## src/rtl/fru_pla_cfg_ctrl.sv

```systemverilog
// Shadow/active configuration store for the segmented FRU PLA with atomic commit.
// Optional readback port enabled by defining FRU_PLA_CFG_READBACK_EN.
module fru_pla_cfg_ctrl #(
   parameter int INPUT_SIZE   = 2,
   parameter int OUTPUT_SIZE  = 4,
   parameter int SEGMENT_SIZE = 2,
   parameter int DRAIN_CYCLES = 2,
   localparam int SEL_W   = (INPUT_SIZE > 1) ? $clog2(INPUT_SIZE) : 1,
   localparam int ADDR_W  = (OUTPUT_SIZE > 1) ? $clog2(OUTPUT_SIZE) : 1,
   localparam int MASK_W  = 2**SEGMENT_SIZE,
   localparam int MUX_W   = SEGMENT_SIZE*SEL_W,
   localparam int ENTRY_W = MUX_W + MASK_W
)(
   input  logic                          clk,
   input  logic                          rst_n,
   input  logic                          CfgValid,
   output logic                          CfgReady,
   input  logic                          CfgCommit,
   input  logic [ADDR_W-1:0]             CfgAddr,
   input  logic [ENTRY_W-1:0]            CfgData,
   input  logic                          ErrClr,
   output logic                          CfgErr,
`ifdef FRU_PLA_CFG_READBACK_EN
   input  logic [ADDR_W-1:0]             RdAddr,
   output logic [ENTRY_W-1:0]            RdData,
   output logic                          RdDirty,
`endif
   output logic [OUTPUT_SIZE*MUX_W-1:0]  RegMux,
   output logic [OUTPUT_SIZE*MASK_W-1:0] RegMintermORSelect,
   output logic                          FruEnable,
   output logic [7:0]                    CommitCount,
   output logic                          Busy
);

   typedef enum logic [1:0] {IDLE, DRAIN, SWAP} state_t;

   state_t                 state_q, state_d;
   logic [7:0]             cnt_q, cnt_d;
   logic [ENTRY_W-1:0]     shadow_q [OUTPUT_SIZE];
   logic [ENTRY_W-1:0]     active_q [OUTPUT_SIZE];
   logic [OUTPUT_SIZE-1:0] dirty_q;
   logic                   err_q;
   logic [7:0]             ccnt_q;
   logic                   hs, wr_hs, cm_hs, addr_ok;

   assign FruEnable   = (state_q == IDLE);
   assign CfgReady    = FruEnable;
   assign Busy        = !FruEnable;
   assign CfgErr      = err_q;
   assign CommitCount = ccnt_q;

   assign hs    = CfgValid && CfgReady;
   assign wr_hs = hs && !CfgCommit;
   assign cm_hs = hs && CfgCommit;

   // Range check on the write address without width-mismatched compares.
   always_comb begin
      addr_ok = 1'b0;
      for (int i = 0; i < OUTPUT_SIZE; i++)
         if (CfgAddr == ADDR_W'(i)) addr_ok = 1'b1;
   end

   // Next-state and drain counter.
   always_comb begin
      state_d = state_q;
      cnt_d   = cnt_q;
      unique case (state_q)
         IDLE: begin
            if (cm_hs && (dirty_q != '0)) begin
               if (DRAIN_CYCLES == 0) begin
                  state_d = SWAP;
               end else begin
                  state_d = DRAIN;
                  cnt_d   = 8'(DRAIN_CYCLES - 1);
               end
            end
         end
         DRAIN: begin
            if (cnt_q == 8'd0) state_d = SWAP;
            else cnt_d = cnt_q - 8'd1;
         end
         SWAP:    state_d = IDLE;
         default: state_d = IDLE;
      endcase
   end

   // State register.
   always_ff @(posedge clk or negedge rst_n) begin
      if (!rst_n) begin
         state_q <= IDLE;
         cnt_q   <= 8'd0;
      end else begin
         state_q <= state_d;
         cnt_q   <= cnt_d;
      end
   end

   // Shadow writes, dirty tracking and the atomic swap into active.
   always_ff @(posedge clk or negedge rst_n) begin
      if (!rst_n) begin
         for (int i = 0; i < OUTPUT_SIZE; i++) begin
            shadow_q[i] <= '0;
            active_q[i] <= '0;
         end
         dirty_q <= '0;
         ccnt_q  <= 8'd0;
      end else if (state_q == SWAP) begin
         for (int i = 0; i < OUTPUT_SIZE; i++)
            if (dirty_q[i]) active_q[i] <= shadow_q[i];
         dirty_q <= '0;
         ccnt_q  <= ccnt_q + 8'd1;
      end else if (wr_hs) begin
         for (int i = 0; i < OUTPUT_SIZE; i++) begin
            if (CfgAddr == ADDR_W'(i)) begin
               shadow_q[i] <= CfgData;
               dirty_q[i]  <= 1'b1;
            end
         end
      end
   end

   // Sticky error; a new out-of-range write beats a clear.
   always_ff @(posedge clk or negedge rst_n) begin
      if (!rst_n) err_q <= 1'b0;
      else if (wr_hs && !addr_ok) err_q <= 1'b1;
      else if (ErrClr) err_q <= 1'b0;
   end

   for (genvar g = 0; g < OUTPUT_SIZE; g++) begin : g_flat
      assign RegMux[g*MUX_W +: MUX_W] =
         active_q[g][ENTRY_W-1:MASK_W];
      assign RegMintermORSelect[g*MASK_W +: MASK_W] =
         active_q[g][MASK_W-1:0];
   end

`ifdef FRU_PLA_CFG_READBACK_EN
   // Registered readback of the active entry and its dirty bit.
   always_ff @(posedge clk or negedge rst_n) begin
      if (!rst_n) begin
         RdData  <= '0;
         RdDirty <= 1'b0;
      end else begin
         RdData  <= '0;
         RdDirty <= 1'b0;
         for (int i = 0; i < OUTPUT_SIZE; i++) begin
            if (RdAddr == ADDR_W'(i)) begin
               RdData  <= active_q[i];
               RdDirty <= dirty_q[i];
            end
         end
      end
   end
`endif

endmodule

```

## config.mk

```make
export PLATFORM = sky130hd
export DESIGN_NAME = fru_pla_cfg_ctrl
export DESIGN_NICKNAME = d
export VERILOG_FILES = /design/src/rtl/fru_pla_cfg_ctrl.sv
export SDC_FILE = /design/constraint.sdc
export NUM_CORES = 1
export LEC_CHECK = 0
export ABC_CLOCK_PERIOD_IN_PS = 4600
export CORE_MARGIN = 10
export CORE_UTILIZATION = 59
export CTS_BUF_LIST = sky130_fd_sc_hd__clkbuf_8
export CTS_CLUSTER_DIAMETER = 120
export DETAILED_ROUTE_END_ITERATION = 8
export PLACE_DENSITY = 0.87
export SLEW_MARGIN = 0
export SYNTH_ARGS = -nofsm -noshare
export SYNTH_HDL_FRONTEND = slang
export SYNTH_SLANG_ARGS = --single-unit
```

## constraint.sdc

```tcl
create_clock -name clk -period 4.6 [get_ports clk]
set_clock_uncertainty 0.15 [all_clocks]
set_input_delay 0.92 -clock clk [delete_from_list [all_inputs] [get_ports clk]]
set_output_delay 0.92 -clock clk [all_outputs]
set_load 0.02 [all_outputs]
```

; ---- After elaboration in Yosys (flattened, before gate mapping)
; Index checks and enable logic that the tools add are counted.
[word_totals]
mem_bits_ro = 0
ram_bits = 0
latchBits = 0
word_cells = 78
mem_count = 0
in_bits = 13
register_bits = 71
output_inout_bits = 36
[classes]
eq_ne = 8
n_bitwise = 1
div_mod_pow = 0
shifts = 0
add_sub_neg = 2
n_reduce_logical = 33
multipliers = 0
mux = 18
magnitude_cmp = 0
[ops]
columns = operator, n
row1 = $reduce_and A2 Y1, 9
row2 = $mux W8, 2
row3 = $pmux W8 S2, 1
row4 = $reduce_and A3 Y1, 5
row5 = $reduce_bool A2 Y1, 7
row6 = $mux W1, 10
row7 = $add A8 B1 Y8 const B, 1
row8 = $logic_not A8 Y1, 1
row9 = $mux W4, 2
row10 = $sub A8 B1 Y8 const B, 1
row11 = $eq A2 B2 Y1 const B, 3
row12 = $logic_and A1 B1 Y1, 5
row13 = $eq A2 B1 Y1 const B, 2
row14 = $logic_not A2 Y1, 2
row15 = $mux W2, 2
row16 = $ne A2 B2 Y1 const B, 2
row17 = $pmux W2 S2, 1
row18 = $reduce_bool A4 Y1, 1
row19 = $logic_not A1 Y1, 3
row20 = $ne A2 B1 Y1 const B, 1
row21 = $not A1 Y1, 1

; ---- Longest topological paths before layout
[depth]
depth_word = 8
ltp_mapped = 6
depth_no_buf = 6

; ---- Least setup slack after synthesis
; OpenSTA, ideal clock, no wires.
[synth_path]
path_kind = input to register
from = input CfgCommit
to = register shadow_q[18] in the netlist's numbering
t_arrival_ns = 2.148
n_path_buf = 1
path_stages = 4
path_slack_ns = 2.177
required_time_ns = 4.325
cell_sequence = or4b_1 > or3_1 > buf_6 > mux2_4
[synth_via]
elab_chain_cells = 3
[synth_lines]
columns = element, line
row1 = start: declaration, 18  ; input logic CfgCommit,
row2 = $logic_not A1 Y1, 53  ; assign wr_hs = hs && !CfgCommit;
row3 = $logic_and A1 B1 Y1, 53
row4 = $reduce_and A3 Y1 (no line), --
row5 = end signal: indexed assignment, 115  ; shadow_q[i] <= CfgData;
row6 = end: declaration, 39  ; logic [ENTRY_W-1:0] shadow_q [OUTPUT_SIZE];
; No other way between the ends.
; A chain may end at the register's enable or synchronous reset.

; ---- Worst setup path after layout
[layout_path]
from = register state_q[0]
to = output FruEnable
[layout_via]
elab_chain_cells = 1
[layout_lines]
columns = element, line
row1 = start: declaration, 37  ; state_t state_q, state_d;
row2 = start signal: assignment, 93  ; state_q <= state_d;
row3 = $logic_not A2 Y1, 46  ; assign FruEnable = (state_q == IDLE);
row4 = end: declaration, 30  ; output logic FruEnable,
; No other way between the ends.

==> out/qor.csv <==
metric,value,unit
sequential_area_share_after_synthesis,0.616,
post_dp_cell_area,3420,um^2
min_period_over_period,0.593,
root_buffer,sky130_fd_sc_hd__clkbuf_8,
deepest_level_of_the_cts_h_tree,3,
final_max_slew_viol_count,0,
synthesis.instances,207,
global_route_wire_length_before_repair,9610,um
place_ws,1590,ps
hold_path_depth,1,
synthesis.yosys.warnings,0,
synth-main-ff-cell,sky130_fd_sc_hd__dfrtp_1,
post_synth_num_cell_types,34,
die_width,89.9,um
detail_route.vias_per_cell,5.34,
max_freq,367,MHz
synthesis.area_per_instance,13.9,um^2
grt_start_max_net_pins,50,
gpl.final_weighted_congestion,0.801,
drt_pass_1_iters,4,
core-area,4720,um^2
post_synth_instance_area,2890,um^2
routedWlPerCell,17.1,um
setup_repair_after_global_routing_missed_its_margin,false,
grt_pass1_vias,1889,
criticalPathCategory,flip-flop to output pin,
n_diodes,0,
rrSetupSlack,2250,ps
synthTopCellsByArea,"sky130_fd_sc_hd__dfrtp_1 (62%), sky130_fd_sc_hd__mux2_2 (17%), sky130_fd_sc_hd__mux2_4 (3.1%)",
dr_total_vias,1785,
final_period_minus_worst_setup_slack,2730,ps
tritoncts,built,
worst_slew_pin_slew,1030,ps
dp_hpwl,4070,um
cts.sink_count,71,
crit_path_max_fanout,8,
report.final.hold_viol_count,0,
fillerInstances,307,
cts.repair.resized,0,
detail_route.iter0.violations,114,
mappedNetlistNets,223,
ir_worst_vdd,0.355,mV
ys_async_sr_fraction,1.00,
hp-class,flip-flop to flip-flop,
post-route-drc-count,0,
power.static_leakage,1.71,nW
floorplan.initialDensity,0.611,
finalNetCount,278,
critical_path_required,3530,ps
hold_path_startpoint,CommitCount[7]$_DFFE_PN0N_,
cp_data_arrival_time,1660,ps
maxCapViolations,0,
num_rows,25,
cts-hold-fix-buffers,0,
worst_slew_margin_rel,0.304,
most_instantiated_library_cell_after_synthesis,sky130_fd_sc_hd__dfrtp_1,
synth_commonest_cells,"sky130_fd_sc_hd__dfrtp_1 (71), sky130_fd_sc_hd__mux2_2 (43), sky130_fd_sc_hd__nor2_1 (16)",
regToRegEndpoint,RegMux[4]$_DFFE_PN0P_,
finish.cell_count_without_fillers,334,
clock_pin_slew_worst_setup_and_hold_paths,60,ps
grt_antenna_before_repair,0,
synth.ff_latch_count,71,
endpoint_kind,output pin,
synth.largest_area_cell,sky130_fd_sc_hd__dfrtp_1,
cp-start-kind,flip-flop,
cts-root-to-sink-buffers,2,
grt_remaining_overflow,0,
status,"complete, no violations",
finish.instance_area,3620,um^2
synth_edf_count,0,
track_usage,0.148,
die_footprint,8090,um^2
yosys.area.top_type_share,0.616,
share_of_layout_cells_above_drive_strength_1,0.251,
postCtsSetupRepairBufs,0,
ant_nets,0,
cellPowerDensity,598,nW/um^2
rr_startpoint,state_q[1]$_DFFE_PN0P_,
worstHoldEndpoint,CommitCount[7]$_DFFE_PN0N_,
final_critical_path_setup_slack,1870,ps
floorplan.die.height,89.9,um
ios,49,
port_buffers,48,
fin_setup_tns,0,ps
worst_skew_pair.late_latency,330,ps
cts_made_buffers,9,
area.growth.synth_to_final,25.5,%
dp.cells,318,
setup_violations,0,
wire_length_reported_by_the_detailed_router,5720,um
fin_hold_ws,336,ps
reg2reg_depth,3,
==> power breakdown <==
| part | internal (W) | switching (W) |
|---|---|---|
| clock network | 0.000263 | 0.000219 |
| logic | 0.000368 | 0.000315 |
| registers | 0.000849 | 0.000152 |
==> registers in the layout, indices dropped and copies added, names as in the netlist <==
name	flops
CfgErr	1
CommitCount	8
RegMintermORSelect	16
RegMux	8
cnt_q	8
dirty_q	4
shadow_q	24
state_q	2
==> area by class of cell <==
cell class                 count  area [um^2]  share of cell area
sequential                    71         1780               0.491
multi-input combinational    123         1050               0.290
timing repair buffer          49          483               0.133
clock buffer                  10          138              0.0380
tap                           67         83.8              0.0231
clock inverter                 6         61.3              0.0169
inverter                       8         30.0             0.00829
==> stage by stage <==
stage | utilization | power, W
floorplan | - | 0.00141
finish | 0.767 | 0.00217
global placement | 0.725 | 0.00166
global route | 0.767 | 0.00230
detailed placement | 0.725 | 0.00170
CTS | 0.767 | 0.00219
==> per-layer routing <==
metal	vias to the layer above	GRT usage	part of all wire
met1	907	0.168	0.40
met5	-	0	0
met2	34	0.251	0.53
li1	833	-	-
met3	11	0.0391	0.044
met4	0	0.0743	0.026
==> worst max-delay path, cell delays in order, from the launching register on <==
cell and delay [ps]:
sky130_fd_sc_hd__dfrtp_1 440, sky130_fd_sc_hd__nor2_1 230, sky130_fd_sc_hd__clkdlybuf4s50_1 650
==> how the worst max path moves through the flow <==
| stage | cells past startpoint | end | start |
|---|---|---|---|
| floorplan | 4 | shadow_q[18]$_DFFE_PN0P_ | CfgCommit |
| global placement | 4 | shadow_q[22]$_DFFE_PN0P_ | CfgValid |
| detailed placement | 4 | shadow_q[23]$_DFFE_PN0P_ | CfgValid |
| CTS | 2 | FruEnable | state_q[0]$_DFFE_PN0P_ |
| global route | 2 | FruEnable | state_q[0]$_DFFE_PN0P_ |
| finish | 2 | FruEnable | state_q[0]$_DFFE_PN0P_ |
==> cell usage in the layout, fill, tap and decap left out, types with 6 or more instances in the layout <==
| cell | netlist | layout |
|---|---|---|
| sky130_fd_sc_hd__a21oi_1 | 7 | 7 |
| sky130_fd_sc_hd__clkbuf_8 | 0 | 10 |
| sky130_fd_sc_hd__clkdlybuf4s50_1 | 0 | 47 |
| sky130_fd_sc_hd__dfrtp_1 | 71 | 71 |
| sky130_fd_sc_hd__inv_1 | 8 | 9 |
| sky130_fd_sc_hd__mux2_2 | 43 | 43 |
| sky130_fd_sc_hd__mux2_4 | 6 | 6 |
| sky130_fd_sc_hd__nand2_1 | 8 | 8 |
| sky130_fd_sc_hd__nor2_1 | 16 | 16 |
| sky130_fd_sc_hd__xnor2_1 | 7 | 7 |
==> cell families after synthesis <==
| logic type | after synthesis | synth area share |
|---|---|---|
| mux | 52 | 0.209 |
| simple gates | 47 | 0.0889 |
| fa+ha+maj | 3 | 0.0130 |
| buf+inv | 13 | 0.0208 |
| compound gates | 11 | 0.0221 |
| flops | 71 | 0.616 |
| xor+xnor | 10 | 0.0303 |
Note: power is estimated with default switching activity, not from simulation.
